## src/rtl/wb_port_arbiter.sv

```systemverilog
// Register-file write-port arbiter: pipeline WB writes win, long-latency unit results
// wait in a small FIFO and are drained in free cycles, with a forced stall against starvation.
module wb_port_arbiter #(
    parameter int DEPTH    = 2,
    parameter int MAX_WAIT = 4
) (
    input  logic        clk,
    input  logic        reset_n,
    input  logic        regwrite_WB,
    input  logic [4:0]  rd_WB,
    input  logic [31:0] wb_data_WB,
    input  logic        lu_valid,
    input  logic [4:0]  lu_rd,
    input  logic [31:0] lu_data,
    output logic        lu_ready,
    output logic        rf_we,
    output logic [4:0]  rf_waddr,
    output logic [31:0] rf_wdata,
    output logic        stall_pipe,
    output logic [31:0] pend_mask
);
    localparam int PW = $clog2(DEPTH);
    localparam int CW = $clog2(DEPTH + 1);
    localparam int WW = $clog2(MAX_WAIT + 1);
    localparam logic [CW-1:0] FULL_C  = CW'(DEPTH);
    localparam logic [WW-1:0] WMAX_C  = WW'(MAX_WAIT);
    localparam logic [WW-1:0] WLAST_C = WW'(MAX_WAIT - 1);

    function automatic logic [31:0] onehot5(input logic [4:0] r);
        return 32'h0000_0001 << r;
    endfunction

    logic [4:0]       rd_q   [DEPTH];
    logic [4:0]       rd_d   [DEPTH];
    logic [31:0]      data_q [DEPTH];
    logic [DEPTH-1:0] vld_q, vld_d;
    logic [PW-1:0]    wptr_q, rptr_q;
    logic [CW-1:0]    count_q, count_d;
    logic [WW-1:0]    wait_q, wait_d;
    logic             stall_q, stall_d;
    logic [31:0]      pend_q, pend_d;
    logic             pipe_req_s, pop_s, push_s;

    assign lu_ready   = (count_q != FULL_C);
    assign stall_pipe = stall_q;
    assign pend_mask  = pend_q;

    // Request decode; reset_n gates the pipeline path so rf_we stays low during reset.
    always_comb begin
        pipe_req_s = reset_n && regwrite_WB && (rd_WB != 5'd0) && !stall_q;
        pop_s      = reset_n && !pipe_req_s && (count_q != {CW{1'b0}});
        push_s     = lu_valid && lu_ready && (lu_rd != 5'd0);
    end

    // Write-port mux: pipeline first, then FIFO head, otherwise idle.
    always_comb begin
        rf_we    = 1'b0;
        rf_waddr = 5'd0;
        rf_wdata = 32'd0;
        if (pipe_req_s) begin
            rf_we    = 1'b1;
            rf_waddr = rd_WB;
            rf_wdata = wb_data_WB;
        end else if (pop_s) begin
            rf_we    = 1'b1;
            rf_waddr = rd_q[rptr_q];
            rf_wdata = data_q[rptr_q];
        end else begin
            rf_we    = 1'b0;
        end
    end

    // Next-state for occupancy, starvation tracking and the pending-register mask.
    always_comb begin
        rd_d  = rd_q;
        vld_d = vld_q;
        if (pop_s) begin
            vld_d[rptr_q] = 1'b0;
        end else begin
            vld_d = vld_d;
        end
        if (push_s) begin
            vld_d[wptr_q] = 1'b1;
            rd_d[wptr_q]  = lu_rd;
        end else begin
            rd_d = rd_d;
        end
        case ({push_s, pop_s})
            2'b10:   count_d = count_q + CW'(1'b1);
            2'b01:   count_d = count_q - CW'(1'b1);
            default: count_d = count_q;
        endcase
        // A denied non-empty buffer accumulates; the stall fires on the MAX_WAIT-th denial.
        if ((count_q != {CW{1'b0}}) && !pop_s) begin
            wait_d  = (wait_q == WMAX_C) ? WMAX_C : wait_q + WW'(1'b1);
            stall_d = (wait_q == WLAST_C);
        end else begin
            wait_d  = {WW{1'b0}};
            stall_d = 1'b0;
        end
        pend_d = 32'd0;
        for (int i = 0; i < DEPTH; i++) begin
            if (vld_d[i]) begin
                pend_d = pend_d | onehot5(rd_d[i]);
            end else begin
                pend_d = pend_d;
            end
        end
    end

    // State registers; reset discards every buffered entry.
    always_ff @(posedge clk or negedge reset_n) begin
        if (!reset_n) begin
            for (int i = 0; i < DEPTH; i++) begin
                rd_q[i]   <= 5'd0;
                data_q[i] <= 32'd0;
            end
            vld_q   <= {DEPTH{1'b0}};
            wptr_q  <= {PW{1'b0}};
            rptr_q  <= {PW{1'b0}};
            count_q <= {CW{1'b0}};
            wait_q  <= {WW{1'b0}};
            stall_q <= 1'b0;
            pend_q  <= 32'd0;
        end else begin
            rd_q    <= rd_d;
            vld_q   <= vld_d;
            count_q <= count_d;
            wait_q  <= wait_d;
            stall_q <= stall_d;
            pend_q  <= pend_d;
            if (push_s) begin
                data_q[wptr_q] <= lu_data;
                wptr_q         <= wptr_q + PW'(1'b1);
            end
            if (pop_s) begin
                rptr_q <= rptr_q + PW'(1'b1);
            end
        end
    end
endmodule

```

## config.mk

```make
export PLATFORM = sky130hd
export DESIGN_NAME = wb_port_arbiter
export DESIGN_NICKNAME = d
export VERILOG_FILES = /design/src/rtl/wb_port_arbiter.sv
export SDC_FILE = /design/constraint.sdc
export NUM_CORES = 1
export LEC_CHECK = 0
export BUFFER_PORTS_ARGS = -buffer_cell sky130_fd_sc_hd__buf_2
export CAP_MARGIN = 20
export CORE_ASPECT_RATIO = 1.5
export CORE_MARGIN = 2
export CORE_UTILIZATION = 32
export CTS_BUF_LIST = sky130_fd_sc_hd__clkbuf_2
export CTS_CLUSTER_SIZE = 28
export DETAILED_ROUTE_END_ITERATION = 16
export SLEW_MARGIN = 10
export SYNTH_ARGS = -nofsm -noshare
export SYNTH_HDL_FRONTEND = slang
export SYNTH_SLANG_ARGS = --single-unit
```

## constraint.sdc

```tcl
create_clock -name clk -period 2.1 [get_ports clk]
set_input_delay 0.21 -clock clk [delete_from_list [all_inputs] [get_ports clk]]
set_output_delay 0.21 -clock clk [all_outputs]
set_load 0.02 [all_outputs]
```

==> metrics.txt <==
die height=168 um; TritonCTS clock tree=done; most frequent cell after synthesis=nand2_1; final worst setup slack=-0.352 ns; drt via density=4.96; Worst setup SP type=flip-flop; crit path max fanout=8; worst hold slack=0.128 ns; RSZ-0062 raised after global routing=yes; number of synthesized flops with an enable pin=0; commonest cells in the netlist=160 x nand2_1, 116 x dfrtp_1, 43 x o21ai_0, 38 x mux2i_1, 34 x mux2_2; status=finished, violations left; count of input and output buffers=149; NumNets Final=874; initial antenna violation count=1; Starting Density=0.324; DP HPWL=11,700 um; Layout area overhead=41.1%; flops & latches, synth=116; Yosys warnings=0; Setup TNS=-9.72 ns; min-delay worst type=in2reg; worst-case reg-to-reg path depth=7; share of cells above drive strength 1=0.433; post-synth top area cell=dfrtp_1; crit path from=stall_pipe; Iteration-0 DRC Markers=157; fmax=408 MHz; max_slew headroom=0.502; largest net degree at the start of global routing=62; H-tree depth=4; syn_nets=647; Pwr Total=10,500 uW; Min Clock Period, post-route=2.45 ns; Reg-to-Reg End=pend_mask[12]; num rows=60; leakage=0.00397 uW; WL/cell=17.4 um; grt ovf=0; Tcrit/Tclk final=1.17; Distinct cells, synth=55; CTS root buf=clkbuf_2; Clk pin slew, worst setup/hold paths=0.17 ns; critical path arrival=2.24 ns; dpl ws=-0.0309 ns; Worst Max-Slew Pin Slew=0.747 ns; synthesized instance count=565; crit end category=primary output; Vias=5,056; final setup fails=38; Final Util=0.458; die width=114 um; failing checks=negative setup slack; DRT Pass-1 Iters=4; Seq/Total Area, Yosys=0.503; top cells by area, synth=dfrtp_1 50%, nand2_1 10%, mux2_2 6.6%, mux2i_1 6.6%, o21ai_0 3.7%; Post-Syn Area per Cell=10.2 sq um; crit path kind=reg2out; required time of the worst setup path=1.89 ns; power density cells=1280 nW/um^2; Num CTS Buffers=17; Syn Std Cell Area=5770 sq um; VDD IR max=0.600 mV; DRT Wirelength=17,700 um; Worst-Skew Late Latency=0.67 ns; core box area=17,800 sq um; dominant synthesized flop cell=dfrtp_1; FF-to-FF setup slack=0.09 ns; Final Hold Vio Count=0; Ports=150; Max Buffers Root-to-Sink=2; first-pass GRT wire length=26,700 um; Total GRT Usage=0.183; Final Max Slew Viols=0; Worst Clk Skew=0.0233 ns; Synth top area share=0.503; Die ar.=19,100 sq um; vias in the first global route=5,139; DRC viols=0; antenna viol nets, final=0; RD Place Congestion=0.887; max_cap viols=0; Async SR Flop Fraction=1.00; CTS Sinks=116; FF-to-FF Start=count_q[1]; Setup crit end=rf_wdata[3]
layout make-up:
| cell class | instances | area (sq um) |
|---|---|---|
| antenna | 1 | 2.50 |
| clock buffer | 20 | 100 |
| clock inverter | 8 | 41.3 |
| fill | 1655 | 9650 |
| inverter | 11 | 41.3 |
| multi-input combinational | 404 | 2870 |
| sequential | 116 | 2900 |
| tap | 217 | 272 |
| timing repair buffer | 242 | 1910 |
state kept, by name, summed over array words and instances (netlist names):
name,count
rptr_q,1
pend_mask,32
stall_pipe,1
count_q,2
wptr_q,1
data_q,64
vld_q,2
wait_q,3
rd_q,10
routing by layer:
layer	vias to the layer above	global-route usage	wire, um
li1	2426	-	-
met1	2430	0.195	6750
met2	160	0.338	9740
met3	40	0.0415	651
met4	0	0.0896	551
met5	-	0	0
power by group:
part           internal [uW]  switching (uW)  total (uW)
registers               3140             592        3730
clock network            276             817        1090
logic                   2510            3120        5630
worst max-delay path: stages (launching register included):
cell and delay [ns]:
dfrtp_1 0.40, and3b_2 0.26, buf_6 0.10, o21a_4 0.18, buf_12 0.13, buf_16 0.15, nand2_1 0.08, o21ai_1 0.10
buf_4 0.17
worst min-delay path by stage:
stage,from,to,slack (ns),cells past startpoint
after floorplan,reset_n,count_q[0],-0.09,0
after global placement,reset_n,count_q[1],0.14,2
after detailed placement,reset_n,count_q[1],0.13,2
after CTS,lu_rd[0],rd_q[5],0.02,4
after global routing,lu_rd[0],rd_q[5],0.05,4
final,lu_rd[0],rd_q[5],0.13,4
repair_timing:
item                                    CTS  global route
resized for setup                       126            60
endpoints found under the hold margin   188             0
hold buffers                             38             0
gates cloned                              3             1
setup buffers                             5             4
pin swaps                                14             5
endpoints found under the setup margin   38            45
layout by cell type, fill, tap and decap left out, types with 3 or more instances in the layout:
master and n:
a21oi_2 3, a21oi_4 4, a31oi_4 5, and3_1 3
buf_12 6, buf_16 3, buf_2 110, buf_4 51
buf_6 33, clkbuf_2 20, clkinv_1 3, clkinv_2 3
dfrtp_1 115, dlygate4sd3_1 38, ha_1 4, inv_1 11
mux2_2 34, mux2i_1 38, nand2_1 138, nand2_2 17
nand2_4 5, nand2b_1 3, nand3_1 4, nor2_1 11
nor2b_1 5, nor3_1 10, o21ai_0 6, o21ai_1 8
o21ai_2 29, o22ai_1 32, xnor2_1 3
cell families (layout without fill, tap and decap cells):
kind of cell             after synthesis  count (layout)  synth area share
AND/OR/NAND/NOR                      215             215             0.160
flip-flops                           116             116             0.503
AO/OA/AOI/OAI                        109             109             0.146
multiplexers                          72              72             0.132
buffers and inverters                 45             281            0.0445
adder cells (fa/ha/maj)                4               4           0.00868
XOR/XNOR                               4               4           0.00607
other                                  0               1                 0
stage by stage:
stage,std cells,area [sq um]
6_report,1019,8140
5_1_grt,1019,8140
4_1_cts,1013,7850
3_5_place_dp,939,6930
3_3_place_gp,939,6930
2_1_floorplan,565,5770
(Power assumes the default switching activity.)
